[src/rtl/onehot_decoder_pipe_pkg.sv]
// ============================================================================
// Module : decoder_pkg
// Brief  : Shared decode-mode enum and width-legality helpers for index decoders.
// Rev    : 1.0
// ============================================================================
`default_nettype none

package decoder_pkg;

    typedef enum logic [1:0] {
        MODE_ONEHOT = 2'd0,
        MODE_THERM  = 2'd1,
        MODE_ACCUM  = 2'd2,
        MODE_SETCLR = 2'd3
    } dec_mode_e;

    localparam int c_MIN_IN_W  = 1;
    localparam int c_MAX_IN_W  = 8;
    localparam int c_MIN_OUT_W = 2;

    function automatic bit widths_legal(input int in_w, input int out_w);
        return (in_w >= c_MIN_IN_W) && (in_w <= c_MAX_IN_W) &&
               (out_w >= c_MIN_OUT_W) && (out_w <= (1 << in_w));
    endfunction

endpackage

`default_nettype wire

[src/rtl/onehot_decoder_pipe_if.sv]
// ============================================================================
// Module : onehot_decoder_pipe_if
// Brief  : Code input handshake, result output handshake and mask/status bus.
// Rev    : 1.0
// ============================================================================
`default_nettype none

interface onehot_decoder_pipe_if #(
    parameter int IN_W      = 5,
    parameter int OUT_W     = 2 ** IN_W,
    parameter int ERR_CNT_W = 8
);
    logic                 in_valid;
    logic                 in_ready;
    logic [IN_W-1:0]      in_code;
    logic [1:0]           in_mode;
    logic                 mask_clr;
    logic                 out_valid;
    logic                 out_ready;
    logic [OUT_W-1:0]     out_vec;
    logic                 out_err;
    logic [OUT_W-1:0]     acc_mask;
    logic [ERR_CNT_W-1:0] err_cnt;

    modport master (
        output in_valid, in_code, in_mode, mask_clr, out_ready,
        input  in_ready, out_valid, out_vec, out_err, acc_mask, err_cnt
    );

    modport slave (
        input  in_valid, in_code, in_mode, mask_clr, out_ready,
        output in_ready, out_valid, out_vec, out_err, acc_mask, err_cnt
    );
endinterface

`default_nettype wire

[src/rtl/onehot_decoder_pipe_dec_core.sv]
// ============================================================================
// Module : dec_core
// Brief  : Combinational index decode: one-hot, thermometer and range flag.
// Rev    : 1.0
// ============================================================================
`default_nettype none

module dec_core #(
    parameter int IN_W  = 5,
    parameter int OUT_W = 2 ** IN_W
) (
    input  wire logic [IN_W-1:0]  i_code,
    output logic      [OUT_W-1:0] o_onehot,
    output logic      [OUT_W-1:0] o_therm,
    output logic                  o_in_range
);
    assign o_in_range = (32'(i_code) < OUT_W);

    // Out-of-range codes yield all-zero vectors so callers need no extra masking.
    for (genvar g = 0; g < OUT_W; g++) begin : g_bits
        assign o_onehot[g] = o_in_range && (32'(i_code) == g);
        assign o_therm[g]  = o_in_range && (32'(i_code) >= g);
    end
endmodule

`default_nettype wire

[src/rtl/onehot_decoder_pipe.sv]
// ============================================================================
// Module : onehot_decoder_pipe
// Brief  : Registered multi-mode index decoder with handshake, mask and error count.
// Rev    : 1.0
// ============================================================================
`default_nettype none

module onehot_decoder_pipe
    import decoder_pkg::*;
#(
    parameter int IN_W      = 5,
    parameter int OUT_W     = 2 ** IN_W,
    parameter int ERR_CNT_W = 8
) (
    input  wire logic             clk,
    input  wire logic             rst,
    onehot_decoder_pipe_if.slave  bus
);
    if (!widths_legal(IN_W, OUT_W)) begin : g_illegal_widths
        $fatal(1, "onehot_decoder_pipe: illegal IN_W/OUT_W combination");
    end

    logic [OUT_W-1:0]     w_onehot;
    logic [OUT_W-1:0]     w_therm;
    logic                 w_in_range;
    logic                 w_in_ready;
    logic                 w_acc;
    dec_mode_e            w_mode;
    logic [OUT_W-1:0]     w_mask_base;
    logic [OUT_W-1:0]     w_mask_next;
    logic [OUT_W-1:0]     w_vec_next;

    logic                 r_out_valid;
    logic [OUT_W-1:0]     r_out_vec;
    logic                 r_out_err;
    logic [OUT_W-1:0]     r_acc_mask;
    logic [ERR_CNT_W-1:0] r_err_cnt;

    dec_core #(
        .IN_W  (IN_W),
        .OUT_W (OUT_W)
    ) u_dec_core (
        .i_code     (bus.in_code),
        .o_onehot   (w_onehot),
        .o_therm    (w_therm),
        .o_in_range (w_in_range)
    );

    // Ready is forced high during reset, but nothing is accepted until reset drops.
    assign w_in_ready = rst || !r_out_valid || bus.out_ready;
    assign w_acc      = bus.in_valid && w_in_ready && !rst;
    assign w_mode     = dec_mode_e'(bus.in_mode);

    always_comb begin
        w_mask_base = bus.mask_clr ? '0 : r_acc_mask;
        w_mask_next = w_mask_base;
        w_vec_next  = '0;
        if (w_in_range) begin
            case (w_mode)
                MODE_ONEHOT: w_vec_next = w_onehot;
                MODE_THERM:  w_vec_next = w_therm;
                MODE_ACCUM: begin
                    w_mask_next = w_mask_base | w_onehot;
                    w_vec_next  = w_mask_base | w_onehot;
                end
                MODE_SETCLR: begin
                    w_mask_next = w_onehot;
                    w_vec_next  = w_onehot;
                end
                default: w_vec_next = '0;
            endcase
        end
    end

    always_ff @(posedge clk) begin
        if (rst) begin
            r_out_valid <= 1'b0;
            r_out_vec   <= '0;
            r_out_err   <= 1'b0;
        end else if (w_acc) begin
            r_out_valid <= 1'b1;
            r_out_vec   <= w_vec_next;
            r_out_err   <= !w_in_range;
        end else if (bus.out_ready) begin
            r_out_valid <= 1'b0;
        end
    end

    always_ff @(posedge clk) begin
        if (rst) begin
            r_acc_mask <= '0;
        end else if (w_acc) begin
            r_acc_mask <= w_mask_next;
        end else if (bus.mask_clr) begin
            r_acc_mask <= '0;
        end
    end

    always_ff @(posedge clk) begin
        if (rst) begin
            r_err_cnt <= '0;
        end else if (w_acc && !w_in_range && (r_err_cnt != '1)) begin
            r_err_cnt <= r_err_cnt + 1'b1;
        end
    end

    assign bus.in_ready  = w_in_ready;
    assign bus.out_valid = r_out_valid;
    assign bus.out_vec   = r_out_vec;
    assign bus.out_err   = r_out_err;
    assign bus.acc_mask  = r_acc_mask;
    assign bus.err_cnt   = r_err_cnt;
endmodule

`default_nettype wire

[src/flat_wrapper.sv]
// flat-port wrapper written by rule: the top's interface ports become plain ports
module onehot_decoder_pipe_flat import decoder_pkg::*;
#(
    parameter int IN_W      = 5,
    parameter int OUT_W     = 2 ** IN_W,
    parameter int ERR_CNT_W = 8
)
  (clk, rst, bus_in_valid, bus_in_code, bus_in_mode, bus_mask_clr, bus_out_ready, bus_in_ready, bus_out_valid, bus_out_vec, bus_out_err, bus_acc_mask, bus_err_cnt);
  onehot_decoder_pipe_if #(.IN_W(IN_W), .OUT_W(OUT_W), .ERR_CNT_W(ERR_CNT_W)) bus_i ();
  input  wire logic clk;
  input  wire logic rst;
  input wire logic [$bits(bus_i.in_valid)-1:0] bus_in_valid;
  input wire logic [$bits(bus_i.in_code)-1:0] bus_in_code;
  input wire logic [$bits(bus_i.in_mode)-1:0] bus_in_mode;
  input wire logic [$bits(bus_i.mask_clr)-1:0] bus_mask_clr;
  input wire logic [$bits(bus_i.out_ready)-1:0] bus_out_ready;
  output wire logic [$bits(bus_i.in_ready)-1:0] bus_in_ready;
  output wire logic [$bits(bus_i.out_valid)-1:0] bus_out_valid;
  output wire logic [$bits(bus_i.out_vec)-1:0] bus_out_vec;
  output wire logic [$bits(bus_i.out_err)-1:0] bus_out_err;
  output wire logic [$bits(bus_i.acc_mask)-1:0] bus_acc_mask;
  output wire logic [$bits(bus_i.err_cnt)-1:0] bus_err_cnt;
  assign bus_i.in_valid = bus_in_valid;
  assign bus_i.in_code = bus_in_code;
  assign bus_i.in_mode = bus_in_mode;
  assign bus_i.mask_clr = bus_mask_clr;
  assign bus_i.out_ready = bus_out_ready;
  assign bus_in_ready = bus_i.in_ready;
  assign bus_out_valid = bus_i.out_valid;
  assign bus_out_vec = bus_i.out_vec;
  assign bus_out_err = bus_i.out_err;
  assign bus_acc_mask = bus_i.acc_mask;
  assign bus_err_cnt = bus_i.err_cnt;
  onehot_decoder_pipe #(.IN_W(IN_W), .OUT_W(OUT_W), .ERR_CNT_W(ERR_CNT_W)) u_core (.clk(clk), .rst(rst), .bus(bus_i));
endmodule
[config.mk]
export PLATFORM = sky130hd
export DESIGN_NAME = onehot_decoder_pipe_flat
export DESIGN_NICKNAME = d
export VERILOG_FILES = /design/src/rtl/onehot_decoder_pipe_pkg.sv /design/src/rtl/onehot_decoder_pipe_if.sv /design/src/rtl/onehot_decoder_pipe_dec_core.sv /design/src/rtl/onehot_decoder_pipe.sv /design/src/flat_wrapper.sv
export SDC_FILE = /design/constraint.sdc
export NUM_CORES = 1
export LEC_CHECK = 0
export ABC_AREA = 1
export BUFFER_PORTS_ARGS = -buffer_cell sky130_fd_sc_hd__buf_2
export CORE_UTILIZATION = 40
export CTS_BUF_LIST = sky130_fd_sc_hd__clkbuf_16
export DETAILED_ROUTE_END_ITERATION = 10
export PLACE_DENSITY_LB_ADDON = 0.08
export SYNTH_ARGS = -nofsm -noshare
export SYNTH_HDL_FRONTEND = slang
export SYNTH_SLANG_ARGS = --single-unit
[constraint.sdc]
create_clock -name clk -period 3.5 [get_ports clk]
set_input_delay 0.35 -clock clk [delete_from_list [all_inputs] [get_ports clk]]
set_output_delay 0.35 -clock clk [all_outputs]
set_load 0.1 [all_outputs]
==> impl_metrics.env <==
export IMPL_dr_first_iter_drc_count=326
export IMPL_clk_latency_ns=0.33
export IMPL_yosysTopAreaCellShare_pct=33.0
export IMPL_die_h_um=101
export IMPL_hp_class="in2reg"
export IMPL_rr_worst_depth=6
export IMPL_final_common_cell="nand2_1"
export IMPL_route_vias_total=4400
export IMPL_p_clk_share_pct=40.4
export IMPL_wire_per_inst_um=16.1
export IMPL_syn_area_per_cell_um2=5.99
export IMPL_worstMarginPinSlew_ns=0.841
export IMPL_final_max_slew_viol_count=0
export IMPL_io_pins=87
export IMPL_coreArea_um2=9420
export IMPL_cp_endpoint="u_core.bus.acc_mask[0]$_SDFF_PP0_"
export IMPL_cp_end_kind="flip-flop"
export IMPL_ys_seq_elements=65
export IMPL_relSlewSlack_pct=43.9
export IMPL_rsz0062_at_grt="false"
export IMPL_fin_tns_setup_ns=0
export IMPL_maxCapViolations=0
export IMPL_gp_congestion=0.921
export IMPL_grt_usage_pct=27.8
export IMPL_clkSinkCount=65
export IMPL_crit_fanout=16
export IMPL_fp_row_count=35
export IMPL_fin_crit_sh_pct=52.5
export IMPL_rrSetupSlack_ns=1.84
export IMPL_cp_data_required_time_ns=3.76
export IMPL_start_util_pct=41.9
export IMPL_drc=0
export IMPL_pwr_share_seq_pct=37.0
export IMPL_fin_nets=729
export IMPL_cts_resized=0
export IMPL_seq_area_um2=1300
export IMPL_firstDrtPassIters=5
export IMPL_syn_inst=659
export IMPL_dp_hpwl_mm=9.66
export IMPL_multi_input_area_um2=2240
export IMPL_min_period_ns=1.84
export IMPL_die_w_um=101
export IMPL_power_mw=2.11
export IMPL_drt_wl_total_mm=13.6
export IMPL_antenna_found_initial=0
export IMPL_final_cell_mix="nand2_1, a21oi_1, buf_2"
export IMPL_area_growth_pct=16.7
export IMPL_grt_first_pass_wirelength_mm=21.6
export IMPL_cts_setup_buffers=0
export IMPL_yosys_area_top_type="dfxtp_1"
export IMPL_power_density_nw_per_um2=457
export IMPL_port_buffers=77
export IMPL_cts_root_buf="clkbuf_16"
export IMPL_yosys_warnings=0
export IMPL_yosys_top_cells_area="dfxtp_1, nand2_1, a21oi_1"
export IMPL_regToRegStartpoint="u_core.bus.out_valid$_SDFFE_PP0P_"
export IMPL_fillers=1037
export IMPL_critical_path_arrival_ns=2.09
export IMPL_finalSetupViolations=0
export IMPL_synth_seq_area_share_pct=33.0
export IMPL_switchingPower_uw=733
export IMPL_final_util_pct=48.9
export IMPL_ctsHoldBuffers=0
export IMPL_swShare_pct=34.8
export IMPL_finalClockSkew_ns=0.0101
export IMPL_worstSetupStartpointType="input port"
export IMPL_max_freq_mhz=545
export IMPL_vdd_ir_drop_max_uv=245
export IMPL_layout_drive_gt1_share_pct=15.7
export IMPL_tritoncts="built"
export IMPL_status="finished, final reports clean"
export IMPL_grt_start_max_net_pins=47
export IMPL_die_area_um2=10300
export IMPL_p_int_mw=1.37
export IMPL_syn_area_um2=3950
export IMPL_worstSetupPathType="in2reg"
export IMPL_path_clk_slew_ns=0.05
export IMPL_comb_power_share_pct=22.6
export IMPL_antenna_left=0
export IMPL_p_leak_nw=2.21
export IMPL_vias_per_cell=5.19
export IMPL_reg2reg_to="u_core.bus.acc_mask[0]$_SDFF_PP0_"
export IMPL_cts_max_level=3
export IMPL_diodes=0
export IMPL_first_global_vias=4020
export IMPL_grt_ovfl_total=0
export IMPL_clockBufferDepth=2
export IMPL_cts_buffers=9
export IMPL_hold_viol=0
export IMPL_synth_cell_types=27
export IMPL_startpoint="bus_in_mode[0]"
## per-layer routing
| layer | share of wire [%] | wire (um) | GRT usage, % | vias to the layer above |
|---|---|---|---|---|
| li1 | - | - | - | 2202 |
| met1 | 50 | 6840 | 40.9 | 2013 |
| met4 | 1.3 | 180 | 7.80 | 0 |
| met3 | 6.2 | 848 | 4.00 | 16 |
| met2 | 42 | 5740 | 41.9 | 169 |
| met5 | 0 | 0 | 0 | - |
## critical path, stage by stage
cell and delay, ns:
buf_2 0.12, inv_1 0.06, ha_1 0.54, buf_4 0.35, a21boi_1 0.35, o21ai_0 0.16, a21oi_1 0.15
## kinds of logic (layout without fill, tap and decap cells)
group / count (synthesis) / after routing / synth area share [%]
AO/OA/AOI/OAI: 139 / 139 / 18.3
other: 1 / 9 / 0.0951
flip-flops: 65 / 65 / 33.0
buffers and inverters: 94 / 145 / 11.0
AND/OR/NAND/NOR: 357 / 357 / 36.7
adder cells (fa/ha/maj): 3 / 3 / 0.952
## synthesized netlist by cell type
| library cell | instances |
|---|---|
| a21boi_0 | 3 |
| a21boi_1 | 1 |
| a21oi_1 | 79 |
| a31oi_1 | 1 |
| buf_1 | 1 |
| buf_2 | 16 |
| buf_4 | 14 |
| buf_6 | 1 |
| clkbuf_1 | 20 |
| conb_1 | 1 |
| dfxtp_1 | 65 |
| ha_1 | 3 |
| inv_1 | 38 |
| inv_2 | 4 |
| nand2_1 | 232 |
| nand2_2 | 2 |
| nand3_1 | 56 |
| nand4_1 | 1 |
| nor2_1 | 60 |
| nor2_2 | 3 |
| nor2_4 | 3 |
| o211ai_1 | 3 |
| o21a_1 | 1 |
| o21ai_0 | 48 |
| o21ai_1 | 1 |
| o21ai_2 | 1 |
| o22ai_1 | 1 |
## power groups by stage
stage / logic [mW] / clock network [mW] / registers (mW)
after global placement: 0.471 / 0 / 0.794
after global routing: 0.502 / 0.904 / 0.782
final: 0.476 / 0.850 / 0.779
after CTS: 0.472 / 0.867 / 0.779
after floorplan: 0.210 / 0 / 0.970
after detailed placement: 0.471 / 0 / 0.795
## sequential cells by signal, summed over array words and instances, names as in the netlist
register	cells
u_core.bus.out_vec	32
u_core.bus.out_valid	1
u_core.bus.acc_mask	32
## area by class of cell
| class | count | share of cell area (%) |
|---|---|---|
| Clock inverter | 6 | 1.11 |
| Tap cell | 129 | 3.50 |
| Clock buffer | 9 | 4.89 |
| Inverter | 42 | 3.42 |
| Sequential cell | 65 | 28.3 |
| Multi-Input combinational cell | 508 | 48.7 |
| Timing Repair Buffer | 88 | 10.2 |
## metrics by stage
| step | setup slack (ns) | cells | hold WS (ns) | cell area [um2] |
|---|---|---|---|---|
| 6_report | 1.66 | 847 | 0.319 | 4610 |
| 5_1_grt | 1.58 | 847 | 0.344 | 4610 |
| 4_1_cts | 1.74 | 847 | 0.315 | 4610 |
| 3_5_place_dp | 1.40 | 832 | 0.452 | 4330 |
| 3_3_place_gp | 1.45 | 832 | 0.449 | 4330 |
| 2_1_floorplan | 1.47 | 667 | 0.535 | 3980 |
## worst min-delay path by stage
stage                                        startpoint                                  end  slack (ns)  depth (start not counted)
floorplan                                 bus_out_ready    u_core.bus.out_valid$_SDFFE_PP0P_        0.54                          3
detailed placement  u_core.bus.out_vec[14]$_SDFFE_PP0P_  u_core.bus.out_vec[14]$_SDFFE_PP0P_        0.45                          2
global placement     u_core.bus.out_vec[4]$_SDFFE_PP0P_   u_core.bus.out_vec[4]$_SDFFE_PP0P_        0.45                          2
CTS                                       bus_out_ready    u_core.bus.out_valid$_SDFFE_PP0P_        0.32                          4
finish                                    bus_out_ready    u_core.bus.out_valid$_SDFFE_PP0P_        0.32                          4
global route                              bus_out_ready    u_core.bus.out_valid$_SDFFE_PP0P_        0.34                          4
Power figures use the tool's default switching activity.
